$ cat src/rtl/buffered_handshake.sv
// Two-entry skid buffer for valid/ready streams; every output comes straight from a flop.
// Optional transfer counter on xfer_count enabled by defining BHAND_COUNT_EN.
module buffered_handshake #(
  parameter int DATA_WIDTH  = 8,
  parameter int RESET_TYPE  = 1,
  parameter int COUNT_WIDTH = 4
) (
  input  logic                   clk,
  input  logic                   rst,
  input  logic [DATA_WIDTH-1:0]  idata,
  input  logic                   idata_vld,
  output logic                   idata_rdy,
  output logic [DATA_WIDTH-1:0]  odata,
  output logic                   odata_vld,
  input  logic                   odata_rdy
`ifdef BHAND_COUNT_EN
  ,
  output logic [COUNT_WIDTH-1:0] xfer_count
`endif
);

  if (RESET_TYPE != 1) begin : g_bad_reset_type
    $error("buffered_handshake: only RESET_TYPE=1 (async active-low) is supported");
  end
  if (COUNT_WIDTH < 1) begin : g_bad_count_width
    $error("buffered_handshake: COUNT_WIDTH must be at least 1");
  end

  logic [DATA_WIDTH-1:0] m_data_q, m_data_d;
  logic [DATA_WIDTH-1:0] s_data_q, s_data_d;
  logic                  m_vld_q, m_vld_d;
  logic                  s_vld_q, s_vld_d;
  logic                  rdy_q, rdy_d;
  logic                  accept_s;
  logic                  emit_s;

  assign accept_s = idata_vld & rdy_q;
  assign emit_s   = m_vld_q & odata_rdy;

  // Next-state for the main/skid pair; ready is derived from the next skid state so it stays registered.
  always_comb begin
    m_data_d = m_data_q;
    s_data_d = s_data_q;
    m_vld_d  = m_vld_q;
    s_vld_d  = s_vld_q;
    if (s_vld_q) begin
      if (emit_s) begin
        m_data_d = s_data_q;
        s_vld_d  = 1'b0;
      end else begin
        m_vld_d  = m_vld_q;
      end
    end else if (m_vld_q) begin
      if (accept_s && emit_s) begin
        m_data_d = idata;
      end else if (accept_s) begin
        s_data_d = idata;
        s_vld_d  = 1'b1;
      end else if (emit_s) begin
        m_vld_d  = 1'b0;
      end else begin
        m_vld_d  = m_vld_q;
      end
    end else begin
      if (accept_s) begin
        m_data_d = idata;
        m_vld_d  = 1'b1;
      end else begin
        m_vld_d  = 1'b0;
      end
    end
    rdy_d = ~s_vld_d;
  end

  // Storage flops; reset clears both entries and holds ready low until the first clock after release.
  always_ff @(posedge clk or negedge rst) begin
    if (!rst) begin
      m_data_q <= '0;
      s_data_q <= '0;
      m_vld_q  <= 1'b0;
      s_vld_q  <= 1'b0;
      rdy_q    <= 1'b0;
    end else begin
      m_data_q <= m_data_d;
      s_data_q <= s_data_d;
      m_vld_q  <= m_vld_d;
      s_vld_q  <= s_vld_d;
      rdy_q    <= rdy_d;
    end
  end

  assign idata_rdy = rdy_q;
  assign odata     = m_data_q;
  assign odata_vld = m_vld_q;

`ifdef BHAND_COUNT_EN
  logic [COUNT_WIDTH-1:0] xfer_count_q, xfer_count_d;

  // Emit counter, wrapping naturally at 2^COUNT_WIDTH.
  always_comb begin
    if (emit_s) begin
      xfer_count_d = xfer_count_q + COUNT_WIDTH'(1);
    end else begin
      xfer_count_d = xfer_count_q;
    end
  end

  // Counter flop.
  always_ff @(posedge clk or negedge rst) begin
    if (!rst) begin
      xfer_count_q <= '0;
    end else begin
      xfer_count_q <= xfer_count_d;
    end
  end

  assign xfer_count = xfer_count_q;
`endif

endmodule

$ cat config.mk
export PLATFORM = sky130hd
export DESIGN_NAME = buffered_handshake
export DESIGN_NICKNAME = d
export VERILOG_FILES = /design/src/rtl/buffered_handshake.sv
export SDC_FILE = /design/constraint.sdc
export NUM_CORES = 1
export LEC_CHECK = 0
export BUFFER_PORTS_ARGS = -buffer_cell sky130_fd_sc_hd__buf_2
export CAP_MARGIN = 15
export CORE_ASPECT_RATIO = 1.2
export CORE_MARGIN = 3
export CORE_UTILIZATION = 40
export CTS_CLUSTER_DIAMETER = 60
export DETAILED_ROUTE_END_ITERATION = 16
export GPL_TIMING_DRIVEN = 0
export PLACE_DENSITY = 0.66
export SYNTH_ARGS = -nofsm -noshare
export SYNTH_HDL_FRONTEND = slang
export SYNTH_SLANG_ARGS = --single-unit
$ cat constraint.sdc
create_clock -name clk -period 1.45 [get_ports clk]
set_clock_uncertainty 0.05 [all_clocks]
set_input_delay 0 -clock clk [delete_from_list [all_inputs] [get_ports clk]]
set_output_delay 0 -clock clk [all_outputs]
set_load 0.005 [all_outputs]
======== Yosys cells after proc, flatten, opt, wreduce, memory -nomap -nowiden ========
Cells that the tools add are included.
storage, ports and cells
  bits of input ports ..................... 12
  output and inout bits ................... 10
  register bits ........................... 19
operators by class
  bitwise logic cells ..................... 5
  eq/ne operators ......................... 2
  reduce and logical (&&, ||, !) cells .... 4
  mux-type cells .......................... 13
operators by type and width
  operator              number
  $mux W8               5
  $mux W1               8
  $reduce_and A4 Y1     1
  $ne A3 B1 Y1 const B  1
  $not A1 Y1            3
  $reduce_and A3 Y1     1
  $reduce_bool A3 Y1    1
  $and A1 B1 Y1         2
  $ne A2 B1 Y1 const B  1
  $logic_and A1 B1 Y1   1

======== Longest topological paths before layout ========
Gate-level depths: netlist of the first run.
  word-level depth ........................ 6
  depth in mapped cells ................... 4
  gate-level depth less buffers ........... 3

======== Least setup slack after synthesis of the first run ========
Ideal clock, no wire load.
  path kind ............................... flip-flop to flip-flop
  start point ............................. register s_vld_q
  end point ............................... register m_data_q[0], in the netlist odata[0]
  data arrival time ....................... 1.344 ns
  path buffers ............................ 0
  stages on the path, launching flop included .. 4
  period minus slack after synthesis ...... 1.519 ns
  required time ........................... 1.275 ns
  slack ................................... -0.069 ns
  cells stage by stage .................... dfrtp_1 > or2_2 > a21oi_4 > mux2_2
between the ends
  cells in the longest elaborated chain, start to end .. 2
  elaborated cells between the ends (all ways) .. 5
  classes of those cells .................. eq/ne (2); mux (1); reduce/logical (2)
ends and longest elaborated chain
  item                                                   RTL line  text
  from (decl)                                            32        logic s_vld_q, s_vld_d;
  from (signal assigned)                                 87        s_vld_q <= s_vld_d;
  $ne A3 B1 Y1 (no source line) (tied with other cells)  n/a
  $reduce_and A3 Y1 (no source line)                     n/a
  to (signal assigned)                                   84        m_data_q <= m_data_d;
  to (decl)                                              29        logic [DATA_WIDTH-1:0] m_data_q, m_data_d;
Several ways; a longest one is shown, not always the timed one.
A chain may end at the register's enable or synchronous reset.

======== Worst setup path after layout of the first run ========
  start point ............................. register s_vld_q
  end point ............................... register m_data_q[7], in the netlist odata[7]
The elaborated chain is that of the path after synthesis.

==> results of run 1 <==
-- metal layers --
layer | share of wire | track usage | vias to the layer above
met1 | 0.49 | 0.169 | 289
met4 | 0.0097 | 0.0462 | 0
met3 | 0.040 | 0.0291 | 2
li1 | - | - | 280
met2 | 0.46 | 0.202 | 16
met5 | 0 | 0 | -
-- cell families (layout without fill, tap and decap cells) --
logic type / after synthesis / count (layout)
and+or+nand+nor: 4 / 4
buffers and inverters: 3 / 44
muxes: 24 / 24
AOI/OAI and AO/OA: 6 / 6
DFF: 19 / 19
-- worst max-delay path, delay by kind of cell (launching register included) --
| kind | cells | cell delay [ns] |
|---|---|---|
| flip-flops | 1 | 0.46 |
| multiplexers | 1 | 0.30 |
| AND/OR/NAND/NOR | 1 | 0.27 |
| buffers and inverters | 1 | 0.15 |
| AO/OA/AOI/OAI | 1 | 0.14 |
-- cell usage after synthesis (all sizes together) --
cell type,instances
o21ai,2
nand2,2
dfrtp,19
clkbuf,1
a21oi,2
mux2,24
or2,1
a31oi,1
nor4b,1
a21o,1
inv,2
-- power by group through the flow --
stage / Clock, mW / Combinational, mW / Sequential (mW)
after detailed placement: 0 / 0.897 / 0.965
after global placement: 0 / 0.880 / 0.950
after floorplan: 0 / 0.622 / 0.958
after global routing: 0.294 / 1.38 / 1.00
final: 0.253 / 1.28 / 0.960
after CTS: 0.263 / 1.08 / 0.945
-- worst max path at each step --
stage          startpoint           to  slack [ns]  cells past startpoint
6_report          s_vld_q     odata[7]       -0.03                      4
5_1_grt           s_vld_q     odata[5]       -0.07                      4
4_1_cts           s_vld_q     odata[5]       -0.05                      4
3_5_place_dp      s_vld_q  s_data_q[6]       -0.20                      2
3_3_place_gp      s_vld_q  s_data_q[6]       -0.20                      2
2_1_floorplan     s_vld_q  s_data_q[0]       0.001                      2
-- state kept, by name (all words and copies together), names as in the netlist --
| signal | cells |
|---|---|
| idata_rdy | 1 |
| odata | 8 |
| odata_vld | 1 |
| s_data_q | 8 |
| s_vld_q | 1 |
-- layout by cell type (no fill, tap or decap) --
master,count
buf_2,21
dfrtp_1,18
mux2_4,16
dlygate4sd3_1,11
mux2_2,8
clkbuf_4,4
buf_4,3
inv_1,2
o21ai_0,2
a31oi_1,1
a21o_1,1
nand2_1,1
or2_4,1
a21oi_1,1
a21oi_4,1
nand2_2,1
nor4b_4,1
clkbuf_1,1
buf_6,1
buf_12,1
dfrtp_2,1
-- stage by stage --
stage	instance area, um2	total power [mW]	util	hold WS [ns]	setup TNS (ns)
6_report	1230	2.49	0.642	0.124	-0.179
5_1_grt	1230	2.68	0.642	0.151	-0.622
4_1_cts	1150	2.29	0.603	0.0426	-0.329
3_5_place_dp	972	1.86	0.508	-0.0929	-2.48
3_3_place_gp	972	1.83	0.508	-0.0945	-2.50
2_1_floorplan	843	1.58	-	-0.346	0
-- what timing repair did --
item	4_1_cts	5_1_grt
pin swaps	3	2
endpoints found under the setup margin	16	16
gates resized for setup	2	19
hold endpoints to repair	28	1
buffers inserted	5	0
hold buffers	10	1
-- cell type report --
class | count | share of cell area
inverter | 2 | 0.00611
multi-input combinational | 34 | 0.340
tap | 19 | 0.0193
sequential | 19 | 0.388
timing repair buffer | 37 | 0.219
buffer | 1 | 0.00611
clock buffer | 4 | 0.0214
==> results.py, run 1 <==
metrics = {
    "worst_setup_path": {
        "timing.rr.start": "s_vld_q",
        "end_kind": "register",
        "path_cells": "or2_4, a21oi_4, buf_12, mux2_4",
        "worstPathRequired_ns": 1.57,
        "crit-reg2reg-capture": "odata[7]",
        "worstPathMaxFanout": 8,
        "worstRegToRegCells": 4,
        "cp_slowest_stage_delay_ns": 0.46,
        "crit_path_start_kind": "register",
        "path_class": "reg -> reg",
        "worstPathArrival_ns": 1.60,
        "r2r_slack_ns": -0.03,
        "cp_slowest_cell": "dfrtp_2",
    },
    "yosys": {
        "yosys-mux-area-fraction": 0.322,
        "synth-compound-area-share": 0.0537,
        "synth_cell_type_count": 12,
        "yosysTopAreaCellShare": 0.566,
        "seq_area_frac_synth": 0.566,
        "synthSimpleGateAreaFrac": 0.0447,
        "ys_seq_elements": 19,
        "synth_top_cell_by_area": "dfrtp_1",
        "synth_fa_ha_area_frac": 0,
        "netlist_instances": 56,
        "yosys-top-cells-area": "dfrtp_1, mux2_2, nor4b_4",
        "synth_xor_area_frac": 0,
        "synth_area_um2": 840,
        "syn-num-nets": 68,
        "synth_top_family_by_area": "multiplexers",
        "ys_warn_count": 0,
        "avgSynthCellArea_um2": 15.0,
    },
    "flow_run": {
        "cap_viol_max_count": 0,
    },
    "clocking": {
        "cts_buffers": 3,
        "htree_levels": 1,
        "clock_sinks": 19,
        "cts.path.max_buffers": 2,
        "insertion_delay_ns": 0.28,
        "clock-root-buffer": "clkbuf_4",
        "clk_pin_slew_ns": 0.10,
        "cts_tree": "built",
    },
    "sta": {
        "maxSlewHeadroom": 0.721,
        "worst_pin_slew_ns": 0.419,
        "slew_violations": 0,
        "layout_setup_ws_ns": -0.0261,
        "hold_violations": 0,
        "max_freq_ghz": 0.677,
        "period_needed_ns": 1.48,
        "setup_viol": 8,
        "rsz0062_at_grt": "true",
        "fin_crit_sh": 1.02,
    },
    "floorplanning": {
        "start_util": 0.439,
        "fp.dieH_um": 56.2,
        "dieArea_mm2": 0.00269,
        "ioPinCount": 22,
        "rows": 17,
        "die_w_um": 47.8,
        "core_area_mm2": 0.00191,
    },
    "layout": {
        "fin_cells": 116,
        "n_antenna_cell": 0,
        "multi_input_area_um2": 418,
        "area_growth_pct": 46.3,
        "seqCellArea_um2": 477,
        "nets": 110,
        "fillCellCount": 163,
        "drive_gt1_frac": 0.608,
    },
    "detailed_routing": {
        "vias_per_cell": 5.06,
        "ant_nets": 0,
        "wire_per_inst_um": 14.2,
        "vias": 587,
        "dr.first_iter.drc_count": 6,
        "dr.pass1.iters": 4,
        "drc": 0,
        "wirelength_um": 1650,
    },
    "outcome": {
        "status": "complete, but fails checks",
        "violations": "negative setup slack",
    },
    "power_and_ir_drop": {
        "netSwitchingFraction": 0.294,
        "power_density_mw_per_mm2": 2030,
        "internal_power_mw": 1.76,
        "seq_power_share": 0.386,
        "p_sw_mw": 0.733,
        "p_comb_frac": 0.513,
        "irDropWorstVdd_uv": 963,
        "power_leakage_nw": 0.595,
        "p_clk_frac": 0.102,
    },
    "global_routing": {
        "grt_max_degree": 20,
        "antenna_found_initial": 0,
        "overflow": 0,
        "grt_pass1_wl_um": 2500,
        "grt_pass1_vias": 587,
        "grt_usage": 0.129,
    },
    "placement": {
        "gp_congestion": 0.605,
        "place_ws_ns": -0.202,
        "placed_cells_incl_taps": 96,
        "port_buffers": 21,
        "dp.final_hpwl_um": 1010,
    },
    "worst_hold_path": {
        "hp-class": "in -> async",
    },
}
No activity file was read; power rests on OpenSTA's default activity.
==> run 2, diff against run 1 <==
- BUFFER_PORTS_ARGS: -buffer_cell sky130_fd_sc_hd__buf_2 -> unset
- CAP_MARGIN: 15 -> 25
- DONT_BUFFER_PORTS: unset -> 1
- PLACE_DENSITY: 0.66 -> 0.54
- clock period: 1.45 -> 1.38 ns (I/O delays scaled with it)
==> results.py, run 2 (synthesis results as in run 1) <==
metrics = {
    "detailed_routing": {
        "dr.first_iter.drc_count": 1,
        "ant_nets": 0,
        "wirelength_um": 2030,
        "wire_per_inst_um": 21.4,
        "vias_per_cell": 5.78,
        "vias": 549,
        "dr.pass1.iters": 2,
        "drc": 0,
    },
    "worst_setup_path": {
        "crit_path_start_kind": "register",
        "path_class": "reg -> reg",
        "worstPathArrival_ns": 1.63,
        "worstPathRequired_ns": 1.50,
        "critical_path.startpoint": "s_vld_q",
        "end_kind": "register",
        "cp_slowest_stage_delay_ns": 0.46,
        "cp_slowest_cell": "dfrtp_2",
        "worstPathMaxFanout": 7,
        "timing.rr.start": "s_vld_q",
        "path_cells": "or2_4, a21oi_4, buf_12, mux2_4",
    },
    "floorplanning": {
        "dieArea_mm2": 0.00269,
        "rows": 17,
        "die_w_um": 47.8,
        "fp.dieH_um": 56.2,
        "ioPinCount": 22,
        "start_util": 0.439,
        "core_area_mm2": 0.00191,
    },
    "clocking": {
        "clk_pin_slew_ns": 0.11,
        "cts_buffers": 3,
        "htree_levels": 1,
        "cts_tree": "built",
        "clock-root-buffer": "clkbuf_4",
        "cts.path.max_buffers": 2,
        "clock_sinks": 19,
        "insertion_delay_ns": 0.28,
    },
    "global_routing": {
        "grt_usage": 0.157,
        "grt_pass1_vias": 670,
        "grt_pass1_wl_um": 2950,
        "antenna_found_initial": 0,
        "overflow": 0,
        "grt_max_degree": 20,
    },
    "layout": {
        "area_growth_pct": 35.2,
        "n_antenna_cell": 0,
        "nets": 89,
        "fin_cells": 95,
        "drive_gt1_frac": 0.539,
        "mostFrequentLayoutCells": "mux2_4, dfrtp_1, dlygate4sd3_1",
    },
    "sta": {
        "setup_viol": 16,
        "rsz0062_at_grt": "true",
        "hold_violations": 0,
        "maxSlewHeadroom": 0.431,
        "fin_crit_sh": 1.09,
        "worst_pin_slew_ns": 0.851,
        "layout_setup_ws_ns": -0.131,
        "slew_violations": 0,
        "period_needed_ns": 1.51,
        "max_freq_ghz": 0.662,
    },
    "power_and_ir_drop": {
        "irDropWorstVdd_uv": 1220,
        "power_leakage_nw": 0.513,
        "power.total_mw": 2.58,
        "power_density_mw_per_mm2": 2270,
    },
    "placement": {
        "place_ws_ns": -0.297,
        "port_buffers": 0,
        "placed_cells_incl_taps": 75,
        "dp.final_hpwl_um": 1230,
        "gp_congestion": 0.641,
    },
    "outcome": {
        "status": "complete, but fails checks",
        "violations": "negative setup slack",
    },
    "flow_run": {
        "cap_viol_max_count": 0,
    },
    "worst_hold_path": {
        "hp-start": "odata_rdy",
        "hp-class": "in -> reg",
    },
}
-- run 2: layout make-up --
type	instances	area, um2
buffer	1	7.51
tap	19	23.8
sequential	19	479
multi-input combinational	34	427
inverter	2	7.51
timing repair buffer	16	164
fill	142	779
clock buffer	4	26.3
-- run 2: stage by stage --
stage	cell area (um2)	util	TNS (ns)	hold WS [ns]
after detailed placement	873	0.456	-4.08	-0.345
final	1130	0.593	-1.23	0.0335
after CTS	1120	0.584	-1.77	0.0389
after global placement	873	0.456	-3.05	-0.345
after floorplan	850	-	-1.04	-0.346
after global routing	1130	0.593	-1.68	0.0109
-- run 2: where the power goes --
part,switching [mW],internal (mW),total (mW)
registers,0.244,0.849,1.09
clock network,0.158,0.112,0.270
logic,0.424,0.794,1.22
total,0.826,1.76,2.58
-- run 2: routing by layer --
layer	vias to the layer above	part of all wire	track usage
li1	246	-	-
met4	0	0	0.0462
met3	0	0.033	0.0356
met2	13	0.59	0.312
met5	-	0	0
met1	290	0.38	0.139
-- run 2: what timing repair did --
action | in CTS | in global routing
hold buffers | 11 | 0
buffers inserted | 5 | 0
gates resized for setup | 17 | 5
hold endpoints to repair | 38 | 0
gates cloned | 0 | 0
setup endpoints to repair | 16 | 16
pin swaps | 4 | 3
-- run 2: final timing paths --
check,slack (ns),end,cells past startpoint
setup reg to reg,-0.13,odata[7],4
setup / recovery,-0.13,odata[7],4
min in group asynchronous,0.20,odata[1],1
hold / removal,0.03,s_data_q[2],3
hold reg to reg,0.47,s_data_q[6],1
max in group asynchronous,0.49,idata_rdy,1
-- run 2: critical path, delay by kind of cell (launching register included) --
kind | cells | cell delay (ns)
mux | 1 | 0.30
flops | 1 | 0.46
buf+inv | 1 | 0.16
simple gates | 1 | 0.27
compound gates | 1 | 0.16
